File: config.mk
export PLATFORM = sky130hd
export DESIGN_NAME = sub_rr_scheduler
export DESIGN_NICKNAME = d
export VERILOG_FILES = /design/src/rtl/sub_rr_scheduler.sv
export SDC_FILE = /design/constraint.sdc
export NUM_CORES = 1
export LEC_CHECK = 0
export BUFFER_PORTS_ARGS = -buffer_cell sky130_fd_sc_hd__buf_2
export CAP_MARGIN = 25
export CORE_UTILIZATION = 51
export DETAILED_ROUTE_END_ITERATION = 6
export PLACE_DENSITY = 0.91
export SLEW_MARGIN = 20
export SYNTH_ARGS = -nofsm -noshare
export SYNTH_HDL_FRONTEND = slang
export SYNTH_SLANG_ARGS = --single-unit
File: constraint.sdc
create_clock -name clk -period 6.9 [get_ports clk]
set_input_delay 0 -clock clk [delete_from_list [all_inputs] [get_ports clk]]
set_output_delay 0 -clock clk [all_outputs]
set_load 0.05 [all_outputs]
File: src/rtl/sub_rr_scheduler.sv
// sub_rr_scheduler: round-robin arbiter sharing one WIDTH-bit subtractor
// between NUM_REQ requesters, with a single-entry tagged result register.
//
// Ports:
//   clk, rst         clock, synchronous active-high reset
//   req_valid/_a/_b  per-requester operand pairs (packed i*WIDTH +: WIDTH)
//   req_ready        one-hot grant, combinational
//   rsp_valid/ready  output register handshake
//   rsp_result       a - b (wrapping, or unsigned-saturating)
//   rsp_borrow       a < b unsigned
//   rsp_ovf          signed overflow of a - b
//   rsp_id           requester index of the held result
//   op_count         saturating count of completed rsp handshakes
//
// Build option: define SUB_SAT_EN to clamp rsp_result to 0 on borrow.
module sub_rr_scheduler #(
  parameter int NUM_REQ = 4,
  parameter int WIDTH   = 8,
  parameter int CNT_W   = 16
) (
  input  logic                       clk,
  input  logic                       rst,
  input  logic [NUM_REQ-1:0]         req_valid,
  input  logic [NUM_REQ*WIDTH-1:0]   req_a,
  input  logic [NUM_REQ*WIDTH-1:0]   req_b,
  output logic [NUM_REQ-1:0]         req_ready,
  output logic                       rsp_valid,
  input  logic                       rsp_ready,
  output logic [WIDTH-1:0]           rsp_result,
  output logic                       rsp_borrow,
  output logic                       rsp_ovf,
  output logic [$clog2(NUM_REQ)-1:0] rsp_id,
  output logic [CNT_W-1:0]           op_count
);

  localparam int IDW = $clog2(NUM_REQ);
  localparam int SW  = IDW + 1;

  logic             vld_q, vld_d;
  logic [WIDTH-1:0] res_q, res_d;
  logic             brw_q, brw_d;
  logic             ovf_q, ovf_d;
  logic [IDW-1:0]   id_q, id_d;
  logic [IDW-1:0]   ptr_q, ptr_d;
  logic [CNT_W-1:0] cnt_q, cnt_d;

  logic             hit;
  logic [IDW-1:0]   gid;
  logic [SW-1:0]    idx;
  logic             slot_free;
  logic             gnt;
  logic             fire;

  logic [WIDTH-1:0] a_g, b_g;
  logic [WIDTH:0]   diff;
  logic             brw;
  logic             ovf;
  logic [WIDTH-1:0] res;

  // First valid requester at or above the pointer, wrapping.
  always_comb begin
    hit = 1'b0;
    gid = '0;
    idx = '0;
    for (int k = 0; k < NUM_REQ; k++) begin
      idx = {1'b0, ptr_q} + SW'(k);
      if (idx >= SW'(NUM_REQ)) idx = idx - SW'(NUM_REQ);
      if (!hit && req_valid[idx[IDW-1:0]]) begin
        hit = 1'b1;
        gid = idx[IDW-1:0];
      end
    end
  end

  assign slot_free = !vld_q || rsp_ready;
  assign gnt       = slot_free && hit && !rst;
  assign fire      = vld_q && rsp_ready;
  assign req_ready = gnt ? (NUM_REQ'(1) << gid) : '0;

  always_comb begin
    a_g = '0;
    b_g = '0;
    for (int i = 0; i < NUM_REQ; i++) begin
      if (gid == IDW'(i)) begin
        a_g = req_a[i*WIDTH +: WIDTH];
        b_g = req_b[i*WIDTH +: WIDTH];
      end
    end
  end

  // Extra top bit of the difference is the unsigned borrow.
  assign diff = {1'b0, a_g} - {1'b0, b_g};
  assign brw  = diff[WIDTH];
  assign ovf  = (a_g[WIDTH-1] != b_g[WIDTH-1]) &&
                (diff[WIDTH-1] != a_g[WIDTH-1]);

`ifdef SUB_SAT_EN
  assign res = brw ? '0 : diff[WIDTH-1:0];
`else
  assign res = diff[WIDTH-1:0];
`endif

  // A drain and a new grant in the same cycle reload the register.
  always_comb begin
    vld_d = vld_q;
    res_d = res_q;
    brw_d = brw_q;
    ovf_d = ovf_q;
    id_d  = id_q;
    ptr_d = ptr_q;
    cnt_d = cnt_q;
    if (fire) vld_d = 1'b0;
    if (gnt) begin
      vld_d = 1'b1;
      res_d = res;
      brw_d = brw;
      ovf_d = ovf;
      id_d  = gid;
      ptr_d = (gid == IDW'(NUM_REQ - 1)) ? '0 : gid + IDW'(1);
    end
    if (fire && cnt_q != '1) cnt_d = cnt_q + CNT_W'(1);
  end

  always_ff @(posedge clk) begin
    if (rst) begin
      vld_q <= 1'b0;
      res_q <= '0;
      brw_q <= 1'b0;
      ovf_q <= 1'b0;
      id_q  <= '0;
      ptr_q <= '0;
      cnt_q <= '0;
    end else begin
      vld_q <= vld_d;
      res_q <= res_d;
      brw_q <= brw_d;
      ovf_q <= ovf_d;
      id_q  <= id_d;
      ptr_q <= ptr_d;
      cnt_q <= cnt_d;
    end
  end

  assign rsp_valid  = vld_q;
  assign rsp_result = res_q;
  assign rsp_borrow = brw_q;
  assign rsp_ovf    = ovf_q;
  assign rsp_id     = id_q;
  assign op_count   = cnt_q;

endmodule

==> results.json, run 1 <==
{
  "status": "complete, no violations",
  "grt_first_pass_wirelength_mm": 9.232,
  "htree_levels": 2,
  "yosysSeqAreaShare_pct": 27.63,
  "hp-start": "rsp_ready",
  "clock_skew_ps": 10.22,
  "insertion_delay_ps": 280,
  "fin_area_um2": 2900,
  "clock_sinks": 31,
  "fmax_ghz": 0.2492,
  "grt.total_usage_pct": 26.09,
  "netlist_area_um2": 2246,
  "crit_type": "flop to flop",
  "syn_to_final_growth_pct": 29.14,
  "drc_errors": 0,
  "cts_setup_buffers": 0,
  "ctsResizeCount": 0,
  "synth-seq-cells": 31,
  "synth_edf_count": 0,
  "drt_iter0_drc": 129,
  "yosysTopAreaCellShare_pct": 27.63,
  "start_util_pct": 54.58,
  "max-cap-violations": 0,
  "finalSetupViolCount": 0,
  "postSynthCellCount": 305,
  "hpwl_mm": 4.541,
  "post_dp_cell_area_um2": 2763,
  "grt_pass1_vias": 2162,
  "chipWidth_um": 68.36,
  "fin_util_pct": 70.48,
  "layout.nets": 485,
  "hold_class": "input port to flop",
  "reg2reg_from": "ptr_q[1]$_SDFFE_PP0P_",
  "gr-total-overflow": 0,
  "ys.flop_type": "dfxtp_1",
  "core-area_um2": 4115,
  "path_clk_slew_ps": 60,
  "slew_headroom_pct": 33.83,
  "vias": 2597,
  "crit_start": "ptr_q[1]$_SDFFE_PP0P_",
  "register_area_um2": 620.6,
  "crit_arrival_ps": 4190,
  "ant_nets": 0,
  "power.density_nw_per_um2": 324.8,
  "regToRegSetupSlack_ps": 2890,
  "rsz0062_at_grt": "false",
  "grt_max_degree": 35,
  "synth_common_cells": "a21oi_1, nor2_1, dfxtp_1",
  "vdd_drop_max_mv": 0.3311,
  "post_drt_wl_per_cell_um": 13.58,
  "yosysTopAreaCell": "dfxtp_1",
  "critPathMaxFanout": 28,
  "multi_input_area_um2": 1531,
  "wirelength_mm": 6.123,
  "tightest_slew_ps": 992.5,
  "cts_tree": "yes",
  "cts_buffer_depth": 2,
  "antenna_found_initial": 0,
  "dr.pass1.iters": 4,
  "yosysMostFrequentCell": "a21oi_1",
  "n_antenna_cell": 0,
  "cp.required_ps": 7080,
  "synth_nets": 390,
  "slew_violations": 0,
  "num_io_pins": 104,
  "cts_hold_buf": 0,
  "finalHoldViolations": 0,
  "numCtsBuffers": 5,
  "tns_ps": 0,
  "die_h_um": 68.36,
  "power.total_mw": 0.9421,
  "yosysUniqueCellTypes": 40,
  "fin_crit_ps": 4013,
  "rows": 23,
  "setup.worst_path.end_class": "flop",
  "viasPerCell": 5.758,
  "avgSynthCellArea_um2": 7.364,
  "synth-async-reset-ratio_pct": 0,
  "num-fill-cells": 333,
  "leakage_nw": 1.305,
  "yosys-top-cells-area": "dfxtp_1, a21oi_1, ha_1",
  "crit_path_start_kind": "flop",
  "period_share_pct": 58.15,
  "cts_root_buffer": "clkbuf_8",
  "port_buffers": 103,
  "dieArea_um2": 4673,
  "place_congestion": 0.9565,
  "yosys_warnings": 0,
  "final_layout_size_suffix_gt1_share_pct": 29.68
}
==> sequential cells by signal, indices dropped and copies added (netlist names) <==
signal,cells
op_count,16
rsp_borrow,1
rsp_id,2
rsp_valid,1
rsp_result,8
ptr_q,2
rsp_ovf,1
==> power breakdown <==
| group | switching, mW | internal (mW) | total, mW |
|---|---|---|---|
| clock network | 0.0664 | 0.117 | 0.183 |
| logic | 0.333 | 0.199 | 0.532 |
| registers | 0.0188 | 0.208 | 0.227 |
==> kinds of logic after synthesis <==
group / after synthesis / share of synthesized area [%]
flip-flops: 31 / 27.63
multiplexers: 2 / 0.8914
XOR/XNOR: 15 / 5.850
buffers and inverters: 26 / 4.400
AND/OR/NAND/NOR: 130 / 29.47
adder cells (fa/ha/maj): 14 / 8.134
AO/OA/AOI/OAI: 87 / 23.62
==> metal layers <==
metal  routed length, um  up-vias  track usage (%)
li1                    -     1301                -
met4                  93        0            9.635
met5                   0        -                0
met2                3010       89            43.87
met1                2587     1194            31.13
met3                 432       13            7.500
==> through the flow <==
stage | setup slack [ps] | hold slack (ps) | cells
floorplan | 3608 | 221.2 | 305
global placement | 3090 | 366.1 | 442
detailed placement | 2908 | 359.1 | 442
CTS | 2889 | 72.84 | 450
global route | 2472 | 158.2 | 451
finish | 2887 | 99.00 | 451
==> final timing paths <==
kind                           endpoint  cells after the start
min reg2reg  rsp_result[2]$_SDFFE_PP0P_                      2
min              rsp_valid$_SDFFE_PP0P_                      4
max reg2reg  rsp_result[6]$_SDFFE_PP0P_                     17
max          rsp_result[6]$_SDFFE_PP0P_                     17
==> layout by cell type, fill, tap and decap left out, types with 3 or more instances in the layout <==
master / n
and2_1: 6
a211oi_1: 7
dfxtp_1: 31
or4_1: 3
clkbuf_8: 6
xor2_1: 6
a31o_2: 3
nand2b_1: 3
nand3b_1: 9
nor2b_1: 7
ha_1: 13
nand4_1: 8
nor3_1: 12
buf_2: 103
nand3_1: 11
nand2_1: 25
nor4_1: 5
a21oi_1: 36
o21a_1: 3
nor2_1: 32
a221oi_1: 4
a22oi_1: 3
inv_1: 9
o31ai_1: 5
o21ai_0: 19
xnor2_1: 9
==> worst max-delay path, stage by stage, from the launching register on <==
cell and delay [ps]:
dfxtp_1 400, inv_1 80, a22oi_1 170, o221ai_1 170
nor2_1 200, ha_1 690, nor2b_1 250, a22oi_1 220
nor2_1 60, a21oi_1 150, o21ai_0 90, ha_1 200
fa_1 400, nor2b_1 210, o31ai_1 100, a21oi_1 180
a211oi_1 70, a31o_2 240
==> final cells by class <==
class	count	area share (%)
repair buffers	104	18.29
flip-flops and latches	31	21.40
clock buffers	6	2.847
multi-input cells	248	52.80
clock inverters	2	1.208
well taps	50	2.157
inverters	10	1.294
(Power assumes the default switching activity.)
==> run 2: changes to the inputs <==
--- a/config.mk
+++ b/config.mk
@@ -5,11 +5,12 @@
 export SDC_FILE = /design/constraint.sdc
 export NUM_CORES = 1
 export LEC_CHECK = 0
+export ABC_AREA = 1
 export BUFFER_PORTS_ARGS = -buffer_cell sky130_fd_sc_hd__buf_2
 export CAP_MARGIN = 25
-export CORE_UTILIZATION = 51
+export CORE_UTILIZATION = 49
 export DETAILED_ROUTE_END_ITERATION = 6
-export PLACE_DENSITY = 0.91
+export PLACE_DENSITY = 0.86
 export SLEW_MARGIN = 20
 export SYNTH_ARGS = -nofsm -noshare
 export SYNTH_HDL_FRONTEND = slang
==> constraint.sdc (replaced) <==
create_clock -name clk -period 3.7 [get_ports clk]
set_input_delay 0 -clock clk [delete_from_list [all_inputs] [get_ports clk]]
set_output_delay 0 -clock clk [all_outputs]
set_load 0.05 [all_outputs]
==> run 2 against run 1 <==
  * Final cell count increased by 30%
  * Synthesized cell count increased by 35%
  * Clock skew decreased by 6.0 ps
  * Non-clock buffer count increased by 9
  * Hold slack got worse by 36 ps
  * Setup slack got worse by 2600 ps
  * Global-route usage decreased by 0.80 points
  * Critical path type unchanged
  * Critical endpoint unchanged
==> results.json, run 2 <==
{
  "crit_arrival_ps": 3590,
  "synth-async-reset-ratio_pct": 0,
  "fmax_ghz": 0.2932,
  "num_io_pins": 104,
  "chipWidth_um": 74.79,
  "crit_type": "flop to flop",
  "yosysTopAreaCell": "dfxtp_1",
  "setup_slack_ps": 289.5,
  "grt_max_degree": 21,
  "fin_util_pct": 64.72,
  "cts_tree": "yes",
  "rsz0062_at_grt": "true",
  "yosysMostFrequentCell": "nand2_1",
  "final_cells": 585,
  "dr.pass1.iters": 5,
  "holdWs_ps": 62.50,
  "clock_skew_ps": 4.188,
  "core-area_um2": 5107,
  "cts_hold_buf": 0,
  "hpwl_mm": 5.521,
  "postSynthCellCount": 413,
  "synth_common_cells": "nand2_1, nor2_1, inv_1",
  "final_layout_size_suffix_gt1_share_pct": 30.10,
  "cp.required_ps": 3880,
  "setup.worst_path.end_class": "flop",
  "rows": 26,
  "largest_reg_flops": 16,
  "synth_edf_count": 0,
  "yosysSeqAreaShare_pct": 23.90,
  "syn_to_final_growth_pct": 27.33,
  "finalHoldViolations": 0,
  "period_share_pct": 92.18,
  "final_common_cell": "nand2_1",
  "start_util_pct": 50.83,
  "dieArea_um2": 5594,
  "yosys-top-cells-area": "dfxtp_1, nand2_1, a21oi_1",
  "htree_levels": 2,
  "yosysUniqueCellTypes": 36,
  "avgSynthCellArea_um2": 6.286,
  "ys.flop_type": "dfxtp_1",
  "layout.nets": 600,
  "tightest_slew_ps": 631.4,
  "post_drt_wl_per_cell_um": 12.08,
  "final_cell_mix": "nand2_1, buf_2, nor2_1",
  "critPathMaxFanout": 13,
  "status": "complete, no violations",
  "slew_headroom_pct": 57.86,
  "antenna_found_initial": 0,
  "vias": 3030,
  "dpl.cell_count": 576,
  "drt_iter0_drc": 183,
  "grt_pass1_vias": 2650,
  "place_congestion": 0.8709,
  "yosys_warnings": 0,
  "grt_first_pass_wirelength_mm": 11.04,
  "synth-seq-cells": 31,
  "slew_violations": 0,
  "port_buffers": 103,
  "yosysTopAreaCellShare_pct": 23.90,
  "numCtsBuffers": 5,
  "finalSetupViolCount": 0,
  "cts_root_buffer": "clkbuf_8",
  "synth_nets": 498,
  "fin_crit_ps": 3411,
  "viasPerCell": 5.179,
  "wirelength_mm": 7.067,
  "n_antenna_cell": 0,
  "cts_buffer_depth": 2,
  "crit_path_start_kind": "flop",
  "insertion_delay_ps": 290,
  "path_clk_slew_ps": 60,
  "hold_class": "input port to flop",
  "drc_errors": 0,
  "ant_nets": 0,
  "die_h_um": 74.79,
  "gr-total-overflow": 0,
  "num-fill-cells": 473,
  "max-cap-violations": 0,
  "grt.total_usage_pct": 25.28,
  "clock_sinks": 31,
  "netlist_area_um2": 2596,
  "place_ws_ps": -32.62
}
## run 2: cell types whose count changed after synthesis, sizes merged, moves of 7 or more
cell / change
nand2: +97
inv: +31
nand3: +18
o21ai: +14
nor2: +13
a22oi: +10
nand4: -8
a211oi: -7
buf: +7
nand3b: -7
nor2b: -7
## run 2: routing by layer
metal | share of wire (%) | global-route usage [%]
met1 | 42 | 29.65
met2 | 49 | 45.55
met3 | 6.3 | 4.953
met4 | 1.9 | 9.224
met5 | 0 | 0
## run 2: final cells by class
| type | instances | area (um2) | share of cell area, % |
|---|---|---|---|
| inverter | 40 | 150.1 | 4.542 |
| sequential | 31 | 623.1 | 18.85 |
| clock inverter | 1 | 5.005 | 0.1514 |
| multi-input combinational | 324 | 1755 | 53.10 |
| timing repair buffer | 113 | 601.8 | 18.21 |
| clock buffer | 6 | 82.58 | 2.498 |
| tap | 70 | 87.58 | 2.650 |
## run 2: per-stage QoR
stage	setup TNS, ps	area [um2]
CTS	0	3231
detailed placement	-53.13	3138
global placement	0	3138
finish	0	3306
floorplan	0	2599
global route	-43.74	3306
## run 2: kinds of logic (layout without fill, tap and decap cells)
logic type	count (synthesis)	in the layout	synth area share (%)
xor+xnor	11	11	3.711
compound gates	87	87	19.28
fa+ha+maj	14	14	7.036
flops	31	31	23.90
buf+inv	58	160	10.55
simple gates	212	212	35.52
## run 2: worst paths after layout
check,startpoint,cells after the start,slack (ps),endpoint
setup / recovery,ptr_q[0]$_SDFFE_PP0P_,25,290,rsp_result[6]$_SDFFE_PP0P_
setup reg to reg,ptr_q[0]$_SDFFE_PP0P_,25,290,rsp_result[6]$_SDFFE_PP0P_
hold reg to reg,rsp_result[5]$_SDFFE_PP0P_,2,460,rsp_result[5]$_SDFFE_PP0P_
hold / removal,rst,2,60,op_count[9]$_SDFFE_PP0P_
## run 2: timing repair
item / in CTS / in global routing
setup buffers: 0 / 2
pin swaps: 0 / 4
setup endpoints to repair: 2 / 7
cloned: 0 / 0
resized for setup: 1 / 25
## run 2: worst max-delay path: stages, from the launching register on
cell and delay (ps):
dfxtp_2 330, buf_4 160, nand2_1 70, nand2_1 100
nand2_2 100, nand2_2 70, nor2_4 160, nand3b_1 120
nand3_2 100, nand2_2 80, inv_1 100, ha_2 210
buf_8 140, a21oi_1 80, o21ai_1 70, o21ai_0 100
ha_2 210, fa_2 350, nand3b_1 160, nand2_1 100
inv_1 50, o21ai_2 110, and2_4 150, nor2_1 40
o21ai_0 70, nand2_1 60
Power of run 2 is left out: the tool's default activity adds up to more than one toggle a clock period on the data nets, which glitch-free logic cannot reach.
